===== config.mk =====
export PLATFORM = sky130hd
export DESIGN_NAME = sim_ctrl
export DESIGN_NICKNAME = d
export VERILOG_FILES = /design/src/rtl/sim_ctrl_pkg.sv /design/src/rtl/sim_chan_wdog.sv /design/src/rtl/sim_ctrl.sv
export SDC_FILE = /design/constraint.sdc
export NUM_CORES = 1
export LEC_CHECK = 0
export ABC_AREA = 0
export BUFFER_PORTS_ARGS = -buffer_cell sky130_fd_sc_hd__buf_2
export CAP_MARGIN = 40
export CELL_PAD_IN_SITES_DETAIL_PLACEMENT = 1
export CELL_PAD_IN_SITES_GLOBAL_PLACEMENT = 1
export CORE_MARGIN = 5
export CORE_UTILIZATION = 30
export CTS_CLUSTER_SIZE = 10
export DETAILED_ROUTE_END_ITERATION = 6
export HOLD_SLACK_MARGIN = 0.1
export PLACE_DENSITY_LB_ADDON = 0.1
export SETUP_SLACK_MARGIN = 0.02
export SLEW_MARGIN = 5
export SYNTH_ARGS = -nofsm -noshare
export SYNTH_HDL_FRONTEND = slang
export SYNTH_SLANG_ARGS = --single-unit
export TNS_END_PERCENT = 50

===== constraint.sdc =====
create_clock -name clk -period 5.1 [get_ports clk]
set_input_delay 1.275 -clock clk [delete_from_list [all_inputs] [get_ports clk]]
set_output_delay 1.275 -clock clk [all_outputs]
set_load 0.01 [all_outputs]

===== src/rtl/sim_ctrl_pkg.sv =====
// Shared types and helpers for the simulation-control block.
package sim_ctrl_pkg;

  typedef enum logic [2:0] {
    RST_HOLD = 3'd0,
    RUN      = 3'd1,
    DRAIN    = 3'd2,
    PASS     = 3'd3,
    FAIL     = 3'd4
  } state_t;

  typedef enum logic [1:0] {
    FC_NONE    = 2'd0,
    FC_TIMEOUT = 2'd1,
    FC_STALL   = 2'd2,
    FC_ERROR   = 2'd3
  } fail_code_t;

  // Channel index width; a single channel still gets a 1-bit field.
  function automatic int ch_idx_w(input int n);
    return (n > 1) ? $clog2(n) : 1;
  endfunction

endpackage


===== src/rtl/sim_chan_wdog.sv =====
// Per-channel watchdog: sticky done flag and a saturating count of cycles without progress.
module sim_chan_wdog #(
  parameter int IDLE_CYCLES = 1000
) (
  input  logic clk,
  input  logic rst,
  input  logic en,
  input  logic progress,
  input  logic done,
  output logic done_q,
  output logic stalled
);

  localparam int IDLE_W = $clog2(IDLE_CYCLES + 1);
  localparam logic [IDLE_W-1:0] IDLE_MAX = IDLE_W'(IDLE_CYCLES);

  logic [IDLE_W-1:0] idle_q;
  logic [IDLE_W-1:0] idle_d;
  logic              done_d;

  always_comb begin
    done_d = done_q | done;
    if (progress || done_d) begin
      idle_d = '0;
    end else if (idle_q == IDLE_MAX) begin
      idle_d = idle_q;
    end else begin
      idle_d = idle_q + IDLE_W'(1);
    end
  end

  // Flags the cycle on which the idle run reaches its limit, so the fail lands one cycle later.
  assign stalled = en && !done_d && (idle_d == IDLE_MAX);

  always_ff @(posedge clk) begin
    if (!rst) begin
      done_q <= 1'b0;
      idle_q <= '0;
    end else if (en) begin
      done_q <= done_d;
      idle_q <= idle_d;
    end
  end

endmodule


===== src/rtl/sim_ctrl.sv =====
// Simulation control: stretched DUT reset, global timeout, per-channel stall watchdog
// and a single sticky pass/fail verdict with cause code and offending channel.
module sim_ctrl
  import sim_ctrl_pkg::*;
#(
  parameter int N_CH           = 2,
  parameter int RST_CYCLES     = 8,
  parameter int TIMEOUT_CYCLES = 100000,
  parameter int IDLE_CYCLES    = 1000,
  parameter int DRAIN_CYCLES   = 16,
  parameter int CNT_W          = 32
) (
  input  logic                        clk,
  input  logic                        rst,
  input  logic [N_CH-1:0]             ch_progress,
  input  logic [N_CH-1:0]             ch_done,
  input  logic [N_CH-1:0]             ch_error,
  output logic                        dut_rst,
  output logic [2:0]                  state,
  output logic [CNT_W-1:0]            cycle_cnt,
  output logic                        finish,
  output logic                        pass,
  output logic [1:0]                  fail_code,
  output logic [ch_idx_w(N_CH)-1:0]   fail_ch
);

  localparam int CH_W    = ch_idx_w(N_CH);
  localparam int HOLD_W  = (RST_CYCLES > 1) ? $clog2(RST_CYCLES) : 1;
  localparam int DRAIN_W = (DRAIN_CYCLES > 1) ? $clog2(DRAIN_CYCLES) : 1;
  localparam logic [HOLD_W-1:0]  HOLD_LAST    = HOLD_W'(RST_CYCLES - 1);
  localparam logic [DRAIN_W-1:0] DRAIN_LAST   = DRAIN_W'((DRAIN_CYCLES > 0) ? DRAIN_CYCLES - 1 : 0);
  localparam logic [CNT_W-1:0]   TIMEOUT_LAST = CNT_W'(TIMEOUT_CYCLES - 1);

  state_t              state_q, state_d;
  fail_code_t          cause_code;
  logic [CH_W-1:0]     cause_ch;
  logic [HOLD_W-1:0]   hold_q, hold_d;
  logic [DRAIN_W-1:0]  drain_q, drain_d;
  logic [CNT_W-1:0]    cnt_d;
  logic                dut_rst_d, finish_d, pass_d, entering;
  logic [1:0]          fail_code_d;
  logic [CH_W-1:0]     fail_ch_d;

  logic                chan_en;
  logic [N_CH-1:0]     done_q, stalled;
  logic                done_all, err_any, stall_any;
  logic [CH_W-1:0]     err_idx, stall_idx;

  assign chan_en = (state_q == RUN) || (state_q == DRAIN);

  for (genvar i = 0; i < N_CH; i++) begin : gen_ch
    sim_chan_wdog #(
      .IDLE_CYCLES(IDLE_CYCLES)
    ) u_wdog (
      .clk      (clk),
      .rst      (rst),
      .en       (chan_en),
      .progress (ch_progress[i]),
      .done     (ch_done[i]),
      .done_q   (done_q[i]),
      .stalled  (stalled[i])
    );
  end

  assign done_all  = &(done_q | ch_done);
  assign err_any   = |ch_error;
  assign stall_any = |stalled;

  // Scanning downwards leaves the lowest flagged channel as the winner.
  always_comb begin
    err_idx   = '0;
    stall_idx = '0;
    for (int i = N_CH - 1; i >= 0; i--) begin
      if (ch_error[i]) err_idx   = CH_W'(i);
      if (stalled[i])  stall_idx = CH_W'(i);
    end
  end

  always_ff @(posedge clk) begin
    if (!rst) begin
      state_q   <= RST_HOLD;
      hold_q    <= '0;
      drain_q   <= '0;
      cycle_cnt <= '0;
      dut_rst   <= 1'b0;
      finish    <= 1'b0;
      pass      <= 1'b0;
      fail_code <= FC_NONE;
      fail_ch   <= '0;
    end else begin
      state_q   <= state_d;
      hold_q    <= hold_d;
      drain_q   <= drain_d;
      cycle_cnt <= cnt_d;
      dut_rst   <= dut_rst_d;
      finish    <= finish_d;
      pass      <= pass_d;
      fail_code <= fail_code_d;
      fail_ch   <= fail_ch_d;
    end
  end

  always_comb begin
    state_d    = state_q;
    cause_code = FC_NONE;
    cause_ch   = '0;
    case (state_q)
      RST_HOLD: begin
        if (hold_q == HOLD_LAST) state_d = RUN;
      end
      RUN: begin
        if (err_any) begin
          state_d    = FAIL;
          cause_code = FC_ERROR;
          cause_ch   = err_idx;
        end else if (stall_any) begin
          state_d    = FAIL;
          cause_code = FC_STALL;
          cause_ch   = stall_idx;
        end else if (cycle_cnt == TIMEOUT_LAST) begin
          state_d    = FAIL;
          cause_code = FC_TIMEOUT;
        end else if (done_all) begin
          state_d = (DRAIN_CYCLES == 0) ? PASS : DRAIN;
        end
      end
      DRAIN: begin
        // Stall and timeout are masked while draining; only errors can still fail the run.
        if (err_any) begin
          state_d    = FAIL;
          cause_code = FC_ERROR;
          cause_ch   = err_idx;
        end else if (drain_q == DRAIN_LAST) begin
          state_d = PASS;
        end
      end
      default: state_d = state_q;
    endcase
  end

  always_comb begin
    entering    = (state_d != state_q) && ((state_d == PASS) || (state_d == FAIL));
    dut_rst_d   = (state_d != RST_HOLD);
    finish_d    = entering;
    pass_d      = (state_d == PASS);
    fail_code_d = fail_code;
    fail_ch_d   = fail_ch;
    if (entering && (state_d == FAIL)) begin
      fail_code_d = cause_code;
      fail_ch_d   = cause_ch;
    end
    hold_d  = (state_q == RST_HOLD) ? hold_q + HOLD_W'(1) : hold_q;
    drain_d = (state_q == DRAIN) ? drain_q + DRAIN_W'(1) : '0;
    cnt_d   = cycle_cnt;
    if (chan_en && (cycle_cnt != '1)) cnt_d = cycle_cnt + CNT_W'(1);
  end

  assign state = state_q;

endmodule


==> results.md, run 1 <==
- Final Hold Viols: 0
- Outcome: completed
- Data arrival, critical path: 3.51 ns
- Routed wire per std cell: 16.0 um
- Setup Buffers After CTS: 0
- Cell count after placement: 666
- FF-to-FF path depth: 8
- Row Count: slightly above 40
- Via Count: around 3,500
- Minimum clock period: 3.29 ns
- Ys flop type: dfxtp_1
- RSZ-0062 raised after global routing: no
- Final nets: 521
- CTS tree: built
- Crit end category: flop
- Cts hold-fix bufs: 0
- Overall Global Routing Usage: 0.142
- Maximum VDD drop: 0.110 mV
- Number of global-route vias before repair: 3,506
- Worst-path clk slew: 0.06 ns
- Layout Skew: 0.00408 ns
- Initial Util: 0.309
- Seq cells post-synth: 70
- Maxcap violations: 0
- Root Buffer: clkbuf_16
- Num CTS Buffers: 9
- Worst skew pair latency: 0.33 ns
- Clock Path Buffers: 2
- Post-DP Area: around 0.0043 mm^2
- # IOs: 49
- Max-slew violation count: 0
- Area grow syn2layout: 15.5%
- Antenna-violating nets left: 0
- HP Class: reg -> reg
- Total grt overflow: 0
- Resized cells post-CTS: 0
- Cell area after layout: 0.00456 mm^2
- EDFF count, synth: 0
- Detailed placement HPWL: 7670 um
- Post-Route WL: 10,900 um
- H-tree Lvls: 3
- Initial antenna violation count: 0
- # setup viols final: 0
- Core footprint: between 0.01 and 0.015 mm^2
- First-pass GRT wire length: 18,000 um
- Share of cells above drive strength 1: 0.153
- Post-synthesis cell area: 0.00394 mm^2
- DRC: 0
- Achievable Freq: 0.304 GHz
- Die Height: roughly 120 um
- Synth Area per Inst: roughly 8.4 um^2
- Vias per cell: 5.15
- Cells after Synth: 469
- Max FO, Critical Path: 8
- DRT Pass-1 Iters: 4
- Async S/R FF share, synth: 0
- Die width: 125 um
- Number of diodes: 0
- Sequential share of the synthesized area: 0.355
- Worst Setup Path Type: in -> reg
- Period utilisation layout: 0.644
- IO buf count: 48
- Worst Hold Path Cells: 1
- Net Count, Synth: between 400 and 500
- Relative slew margins: 0.425
- Synth cell types: 62
- Tightest Pin Transition: 0.855 ns
- PwrDens: around 260 mW/mm^2
- Largest net degree at the start of global routing: 67
- Initial DRC count: about 170
- Post-Layout Cell Count: 681
- Routability cong.: 0.771
- Yosys Warn Count: 0
- Leading cell types in the layout, fill and taps excluded: dfxtp_1, buf_2, and2_1, nand2_1, xnor2_1
- CP required: 5.33 ns
- Clk sinks: 70
- Die area: 0.0155 mm^2
- Leakage: 1.80 nW
- Startpoint types: primary input
- Setup TNS: 0 ns
- # fillers: 1,519
- Most common cell after layout, fill and taps aside: dfxtp_1
-- flip-flops by register name, summed over array words and instances (netlist names), 2 cells and up --
name	cells
drain_q	4
state	3
hold_q	3
gen_ch.u_wdog.idle_q	20
cycle_cnt	32
fail_code	2
gen_ch.u_wdog.done_q	2
-- power by group --
part           switching, W  total [W]  internal (W)
registers        0.00000135   0.000550      0.000549
clock network      0.000241   0.000591      0.000350
logic             0.0000206  0.0000325     0.0000118
total              0.000263    0.00117      0.000911
-- worst max-delay path: stages --
cell and delay [ns]:
buf_2 0.13, nor3_1 0.70, nand2_1 0.21, o21ai_0 0.24
nor4_2 0.12, or4_1 0.47, a22o_1 0.21, and2_1 0.15
-- worst paths after layout --
kind                   start            to  slack [ns]
setup / recovery  ch_done[0]  fail_code[1]        1.81
setup reg to reg    state[0]      state[0]        1.90
hold / removal    drain_q[0]    drain_q[0]        0.46
hold reg to reg   drain_q[0]    drain_q[0]        0.46
-- final cells by class --
type	count	area, um^2	share of cell area
Tap cell	172	215	0.0472
Multi-Input combinational cell	365	2370	0.521
Clock inverter	4	22.5	0.00494
Inverter	8	30.0	0.00659
Timing Repair Buffer	51	263	0.0577
Clock buffer	11	253	0.0555
Sequential cell	70	1400	0.308
-- per-layer routing --
layer	vias to the layer above	part of all wire	wire length [um]	track usage
met5	-	0	0	0
met4	0	0.012	135	0.0561
met3	7	0.028	303	0.0304
met2	53	0.46	5050	0.226
met1	1701	0.49	5380	0.188
li1	1749	-	-	-
-- synth_stat cells (all sizes together), types with 5 or more instances --
| master | instances | share of area |
|---|---|---|
| o21a | 6 | 0.011 |
| ha | 8 | 0.025 |
| nand3 | 25 | 0.032 |
| xor2 | 10 | 0.022 |
| a21oi | 21 | 0.029 |
| xnor2 | 29 | 0.064 |
| and2 | 39 | 0.062 |
| nor2 | 26 | 0.025 |
| mux2i | 5 | 0.013 |
| nor4 | 14 | 0.031 |
| nand4 | 19 | 0.032 |
| clkbuf | 11 | 0.010 |
| and3 | 16 | 0.026 |
| and4 | 7 | 0.016 |
| buf | 15 | 0.025 |
| inv | 8 | 0.0076 |
| nand2 | 36 | 0.034 |
| o21ai | 21 | 0.027 |
| dfxtp | 70 | 0.36 |
| nor3 | 13 | 0.016 |
| nor2b | 17 | 0.027 |
-- kinds of logic (layout without fill, tap and decap cells) --
logic type               after synthesis  count (layout)  synth area share
AND/OR/NAND/NOR                      234             234             0.345
AO/OA/AOI/OAI                         79              79             0.132
multiplexers                           5               5            0.0127
buffers and inverters                 34              74            0.0431
flip-flops                            70              70             0.355
XOR/XNOR                              39              39            0.0866
adder cells (fa/ha/maj)                8               8            0.0254
-- stage by stage --
step / total power, W / worst slack (ns) / util / hold WS, ns
after floorplan: 0.000584 / 1.99 / - / 0.418
after CTS: 0.00120 / 1.82 / 0.357 / 0.454
after global routing: 0.00123 / 1.60 / 0.357 / 0.467
final: 0.00117 / 1.81 / 0.357 / 0.457
after global placement: 0.000595 / 1.53 / 0.335 / 0.439
after detailed placement: 0.000596 / 1.45 / 0.335 / 0.442
Note: power is estimated with default switching activity, not from simulation.
==> run 2, diff against run 1 <==
--- a/config.mk
+++ b/config.mk
@@ -5,7 +5,7 @@
 export SDC_FILE = /design/constraint.sdc
 export NUM_CORES = 1
 export LEC_CHECK = 0
-export ABC_AREA = 0
+export ABC_AREA = 1
 export BUFFER_PORTS_ARGS = -buffer_cell sky130_fd_sc_hd__buf_2
 export CAP_MARGIN = 40
 export CELL_PAD_IN_SITES_DETAIL_PLACEMENT = 1
==> constraint.sdc (replaced) <==
create_clock -name clk -period 3.2 [get_ports clk]
set_input_delay 0.8 -clock clk [delete_from_list [all_inputs] [get_ports clk]]
set_output_delay 0.8 -clock clk [all_outputs]
set_load 0.01 [all_outputs]
==> run 2 against run 1 <==
Against the previous run: critical path depth grew 7; hold slack got worse by 0.0083 ns; combinational power grew to 36 times the previous value; die area grew 5.6%; final area up 9.0%; synthesized cell count grew 36%; core utilization grew 0.40 points; register-to-register slack got worse by 1.1 ns; final cell count is 28% higher; sequential power grew 110%; clock power up 100%.
==> results.md, run 2 <==
- CTS tree: built
- Crit-path leading delay family: simple AND/OR/NAND/NOR gates
- Row Count: 43
- Clk sinks: 70
- Cts hold-fix bufs: 0
- Multi-input logic area: 0.00242 mm^2
- H-tree Lvls: 3
- Die area: 0.0164 mm^2
- Leakage: 2.01 nW
- Layout Skew: 0.00590 ns
- Number of global-route vias before repair: 4,402
- Internal power: 0.00219 W
- Util after Layout: 0.361
- Net Sw Frac: 0.382
- Antenna-violating nets left: 0
- Startpoint types: flop
- Vias per cell: 4.90
- Most common cell after layout, fill and taps aside: nand2_1
- Setup Buffers After CTS: 0
- Minimum clock period: roughly 2.4 ns
- Sequential share of the synthesized area: 0.335
- Routed wire per std cell: 14.8 um
- Post-synthesis cell area: about 0.0042 mm^2
- Clock Path Buffers: 2
- Relative slew margins: 0.622
- Net load switching power: 0.00135 W
- Worst skew pair latency: between 0.3 and 0.4 ns
- # setup viols final: 0
- Async S/R FF share, synth: 0
- Outcome: completed
- Count leader, synth: nand2_1
- Max-slew violation count: 0
- Via Count: 4,285
- Post-Route WL: 13,000 um
- Max reg flops: 32
- Initial antenna violation count: 0
- Cell taking the most area after synthesis: dfxtp_1
- Achievable Freq: 0.416 GHz
- Combinational power share: 0.330
- Clk network pwr share: 0.338
- Core footprint: 0.0138 mm^2
- Die Height: 128 um
- Share of cells above drive strength 1: 0.170
- Reg area: 0.00140 mm^2
- PwrDens: 712 mW/mm^2
- IO buf count: 48
- Ys flop type: dfxtp_1
- Final Hold Viols: 0
- Routability cong.: just over 0.8
- Worst Setup Path Type: reg -> reg
- Largest registers: cycle_cnt (32), gen_ch.u_wdog.idle_q (20), drain_q (4)
- Net Count, Synth: 656
- CP max stage delay: 0.44 ns
- Detailed placement HPWL: 9810 um
- Crit-path cells: ha_1 -> nand2_1 -> nor2_1 -> nand2_1 -> nor2_1 -> nand3_1 -> inv_1 -> nand2_1 -> nor2_1 -> nand2_1 -> nor2_1 -> nand4_1 -> inv_1 -> o21ai_1 -> a21oi_1
- DRC: 0
- Yosys Warn Count: 0
- Crit end category: flop
- Cell area after layout: 0.00497 mm^2
- CP max-delay cell: dfxtp_1
- DRT Pass-1 Iters: 4
- Leading cell types in the layout, fill and taps excluded: nand2_1, nor2_1, inv_1, dfxtp_1, a21oi_1
- Post-DP Area: 0.00462 mm^2
- Root Buffer: clkbuf_16
- Synth cell types: 43
- Seq cells post-synth: 70
- RSZ-0062 raised after global routing: no
- Top cells by area, synth: dfxtp_1, nand2_1, nor2_1
- EDFF count, synth: 0
- Initial Util: 0.304
- CP required: 3.48 ns
- Total grt overflow: 0
- Overall Global Routing Usage: 0.163
- Pre-CTS setup slack: 0.661 ns
- Die width: 128 um
- Period utilisation layout: 0.751
- Max FO, Critical Path: 5
- Initial DRC count: 120
- # fillers: 1,821
- Setup TNS: 0 ns
- Maxcap violations: 0
- Final nets: 706
- Cells after Synth: 640
- Flop pwr share: 0.332
- Synth Area per Inst: 6.54 um^2
- Tightest Pin Transition: 0.564 ns
- Buf+Inv Stages, Crit Path: 2
- Worst-path clk slew: 0.06 ns
- Resized cells post-CTS: 0
- Final WS setup: ~0.80 ns
- HP Class: reg -> reg
- Num CTS Buffers: 9
- Most frequent cells after synthesis: nand2_1, nor2_1, inv_1
- Number of diodes: 0
- Area grow syn2layout: 18.8%
- Largest net degree at the start of global routing: 43
- Maximum VDD drop: 0.273 mV
- Top reg by flops: cycle_cnt
- Synth top area share: 0.335
- First-pass GRT wire length: 21,500 um
- Data arrival, critical path: approximately 2.7 ns
- # IOs: between 40 and 50
## run 2: stage by stage
| stage | cells | hold WS [ns] | power (W) |
|---|---|---|---|
| 2_1_floorplan | 640 | 0.418 | 0.00204 |
| 3_3_place_gp | 859 | 0.437 | 0.00234 |
| 3_5_place_dp | 859 | 0.443 | 0.00238 |
| 4_1_cts | 875 | 0.456 | 0.00360 |
| 5_1_grt | 875 | 0.494 | 0.00379 |
| 6_report | 875 | 0.449 | 0.00354 |
## run 2: cell type report
type	count	area share
Timing Repair Buffer	52	0.0544
Tap cell	180	0.0453
Sequential cell	70	0.282
Clock buffer	10	0.0481
Multi-Input combinational cell	475	0.486
Clock inverter	6	0.0219
Inverter	82	0.0619
## run 2: power groups by stage
stage | sequential [W] | clock [W] | combinational (W)
after detailed placement | 0.00120 | 0 | 0.00119
after global placement | 0.00119 | 0 | 0.00115
final | 0.00117 | 0.00120 | 0.00117
after CTS | 0.00118 | 0.00122 | 0.00120
after floorplan | 0.00117 | 0 | 0.000870
after global routing | 0.00120 | 0.00126 | 0.00133
## run 2: logic make-up (layout without fill, tap and decap cells)
family                     Yosys count  in the layout  synth area share
DFF                                 70             70             0.335
buffers and inverters               95            150            0.0873
xor gates and xnor gates             8              8            0.0168
and+or+nand+nor                    353            353             0.398
AOI/OAI and AO/OA                  106            106             0.139
adders and majority gates            8              8            0.0239
## run 2: final timing paths
path | from | endpoint | slack (ns) | cells after the start
max | cycle_cnt[0] | cycle_cnt[30] | 0.80 | 15
min | drain_q[0] | drain_q[0] | 0.45 | 1
max reg2reg | cycle_cnt[0] | cycle_cnt[30] | 0.80 | 15
min reg2reg | drain_q[0] | drain_q[0] | 0.45 | 1
## run 2: layer usage
| layer | wire length [um] | GRT usage | vias to the layer above |
|---|---|---|---|
| met2 | 6300 | 0.278 | 50 |
| li1 | - | - | 2191 |
| met1 | 6150 | 0.205 | 2031 |
| met5 | 0 | 0 | - |
| met3 | 303 | 0.0254 | 13 |
| met4 | 218 | 0.0618 | 0 |
==> run 3, diff against run 2 <==
--- a/config.mk
+++ b/config.mk
@@ -5,7 +5,7 @@
 export SDC_FILE = /design/constraint.sdc
 export NUM_CORES = 1
 export LEC_CHECK = 0
-export ABC_AREA = 1
+export ABC_AREA = 0
 export BUFFER_PORTS_ARGS = -buffer_cell sky130_fd_sc_hd__buf_2
 export CAP_MARGIN = 40
 export CELL_PAD_IN_SITES_DETAIL_PLACEMENT = 1
==> constraint.sdc (replaced) <==
create_clock -name clk -period 2.46 [get_ports clk]
set_input_delay 0.615 -clock clk [delete_from_list [all_inputs] [get_ports clk]]
set_output_delay 0.615 -clock clk [all_outputs]
set_load 0.01 [all_outputs]
==> run 3 against run 2 <==
Against the previous run: routed wire length decreased by 13%; global-route usage shrank 1.4 points; critical path depth shrank 4; clock power is 16% higher; final cell count fell by 14%; critical endpoint is now fail_code[1].
==> results.md, run 3 (synthesis results as in run 1) <==
- Outcome: completed
- Multi-input logic area: between 0.002 and 0.0025 mm^2
- Pre-CTS setup slack: -0.227 ns
- Largest registers: cycle_cnt (32), gen_ch.u_wdog.idle_q (20), drain_q (4)
- Area grow syn2layout: 32.0%
- Worst-path clk slew: around 0.06 ns
- Overall Global Routing Usage: 0.149
- Hold Startpoint: fail_code[0]
- Routability cong.: 0.776
- Minimum clock period: 2.45 ns
- Clk sinks: 70
- First-pass GRT wire length: just under 20,000 um
- Startpoint types: flop
- Worst R2R End: fail_code[1]
- Worst Hold Path Cells: 2
- Row Count: a little over 40
- IO buf count: 48
- # IOs: 49
- Data arrival, critical path: 2.70 ns
- Core footprint: 0.0128 mm^2
- Initial antenna violation count: 0
- Maxcap violations: 0
- Hold-critical path endpoint: fail_code[0]
- Worst Setup Path Type: reg -> reg
- Period utilisation layout: 0.998
- H-tree Lvls: 3
- R2R Setup Slk: 0.006 ns
- CP required: 2.70 ns
- FF-to-FF path depth: 11
- Reg area: 0.00141 mm^2
- Num CTS Buffers: 9
- Top reg by flops: cycle_cnt
- Die width: around 120 um
- Root Buffer: clkbuf_16
- Leakage: 2.19 nW
- Final Hold Slack: around 0.45 ns
- Tightest Pin Transition: 0.605 ns
- Relative slew margins: 0.597
- Layout Skew: 0.00965 ns
- HP Class: reg -> reg
- Max reg flops: 32
- PwrDens: 500 mW/mm^2
- Vias per cell: 4.95
- Achievable Freq: between 0.4 and 0.5 GHz
- Final Hold Viols: 0
- Number of diodes: 0
- Max-slew violation count: 0
- Setup TNS: 0 ns
- Number of global-route vias before repair: roughly 3,900
- Largest net degree at the start of global routing: 66
- Leading cell types in the layout, fill and taps excluded: buf_4, dfxtp_1, buf_2, and2_1, nand2_1
- Initial Util: 0.309
- Max FO, Critical Path: 7
- Die area: 0.0155 mm^2
- Maximum VDD drop: 0.411 mV
- Most common cell after layout, fill and taps aside: buf_4
- Clock Path Buffers: 2
- Routed wire per std cell: 15.0 um
- Antenna-violating nets left: 0
- # setup viols final: 0
- # fillers: 1,531
- DRC: 0
- Final WS setup: 0.00566 ns
- DRT Pass-1 Iters: 4
- Initial DRC count: around 140
- Worst skew pair latency: 0.34 ns
- Share of cells above drive strength 1: 0.289
- Via Count: 3,709
- Total grt overflow: 0
- Die Height: 125 um
- Final nets: 589
- Post-Route WL: 11,200 um
- R2R Path Start: gen_ch[1].u_wdog.idle_q[1]
- CTS tree: built
- RSZ-0062 raised after global routing: yes
- Detailed placement HPWL: 8290 um
- Crit end category: flop
==> run 3: through the flow <==
stage	instances	util	total power, W	instance area (um^2)
final	749	0.408	0.00260	5210
after global routing	749	0.408	0.00271	5210
after CTS	748	0.405	0.00266	5170
after detailed placement	731	0.376	0.00124	4810
after global placement	731	0.376	0.00124	4810
after floorplan	469	-	0.00121	3990
==> run 3: worst max-delay path: stages (launching register included) <==
cell	delay [ns]
dfxtp_2	0.33
inv_2	0.07
ha_4	0.13
nand3_2	0.06
or4_4	0.42
buf_4	0.18
nor2_1	0.09
a21oi_1	0.05
and4b_4	0.22
or4_4	0.47
a22o_1	0.19
and2_1	0.14
==> run 3: how the worst max path moves through the flow <==
| stage | startpoint | depth (start not counted) | end |
|---|---|---|---|
| final | gen_ch[1].u_wdog.idle_q[1] | 11 | fail_code[1] |
| after global routing | gen_ch[1].u_wdog.idle_q[0] | 10 | fail_code[1] |
| after CTS | gen_ch[1].u_wdog.idle_q[1] | 10 | fail_code[1] |
| after detailed placement | ch_done[0] | 10 | fail_code[1] |
| after global placement | ch_done[0] | 9 | state[0] |
| after floorplan | gen_ch[1].u_wdog.idle_q[0] | 11 | fail_code[1] |
==> run 3: repair_timing <==
item / CTS / global route
gates resized for setup: 13 / 10
gates cloned: 0 / 0
setup buffers: 2 / 1
hold endpoints to repair: 0 / 0
pin swaps: 6 / 4
hold buffers: 0 / 0
endpoints found under the setup margin: 15 / 16
==> run 3: layout make-up <==
cell class                      count  area share
Clock inverter                      6      0.0168
Clock buffer                        9      0.0432
Timing Repair Buffer              119       0.148
Sequential cell                    70       0.271
Tap cell                          172      0.0413
Multi-Input combinational cell    365       0.473
Inverter                            8     0.00577
==> run 3: report_power, final <==
group | total (W) | leakage, nW | switching (W) | internal, W
combinational | 0.0000798 | 1.47 | 0.0000458 | 0.0000340
sequential | 0.00114 | 0.568 | 0.00000257 | 0.00114
clock | 0.00139 | 0.155 | 0.000504 | 0.000881
==> run 3: per-layer routing <==
layer  track usage  part of all wire  vias to the layer above  wire length, um
li1              -                 -                     1875                -
met1         0.192              0.49                     1788             5490
met2         0.246              0.47                       39             5250
met3        0.0407             0.034                        7              380
met4        0.0393            0.0096                        0              108
met5             0                 0                        -                0
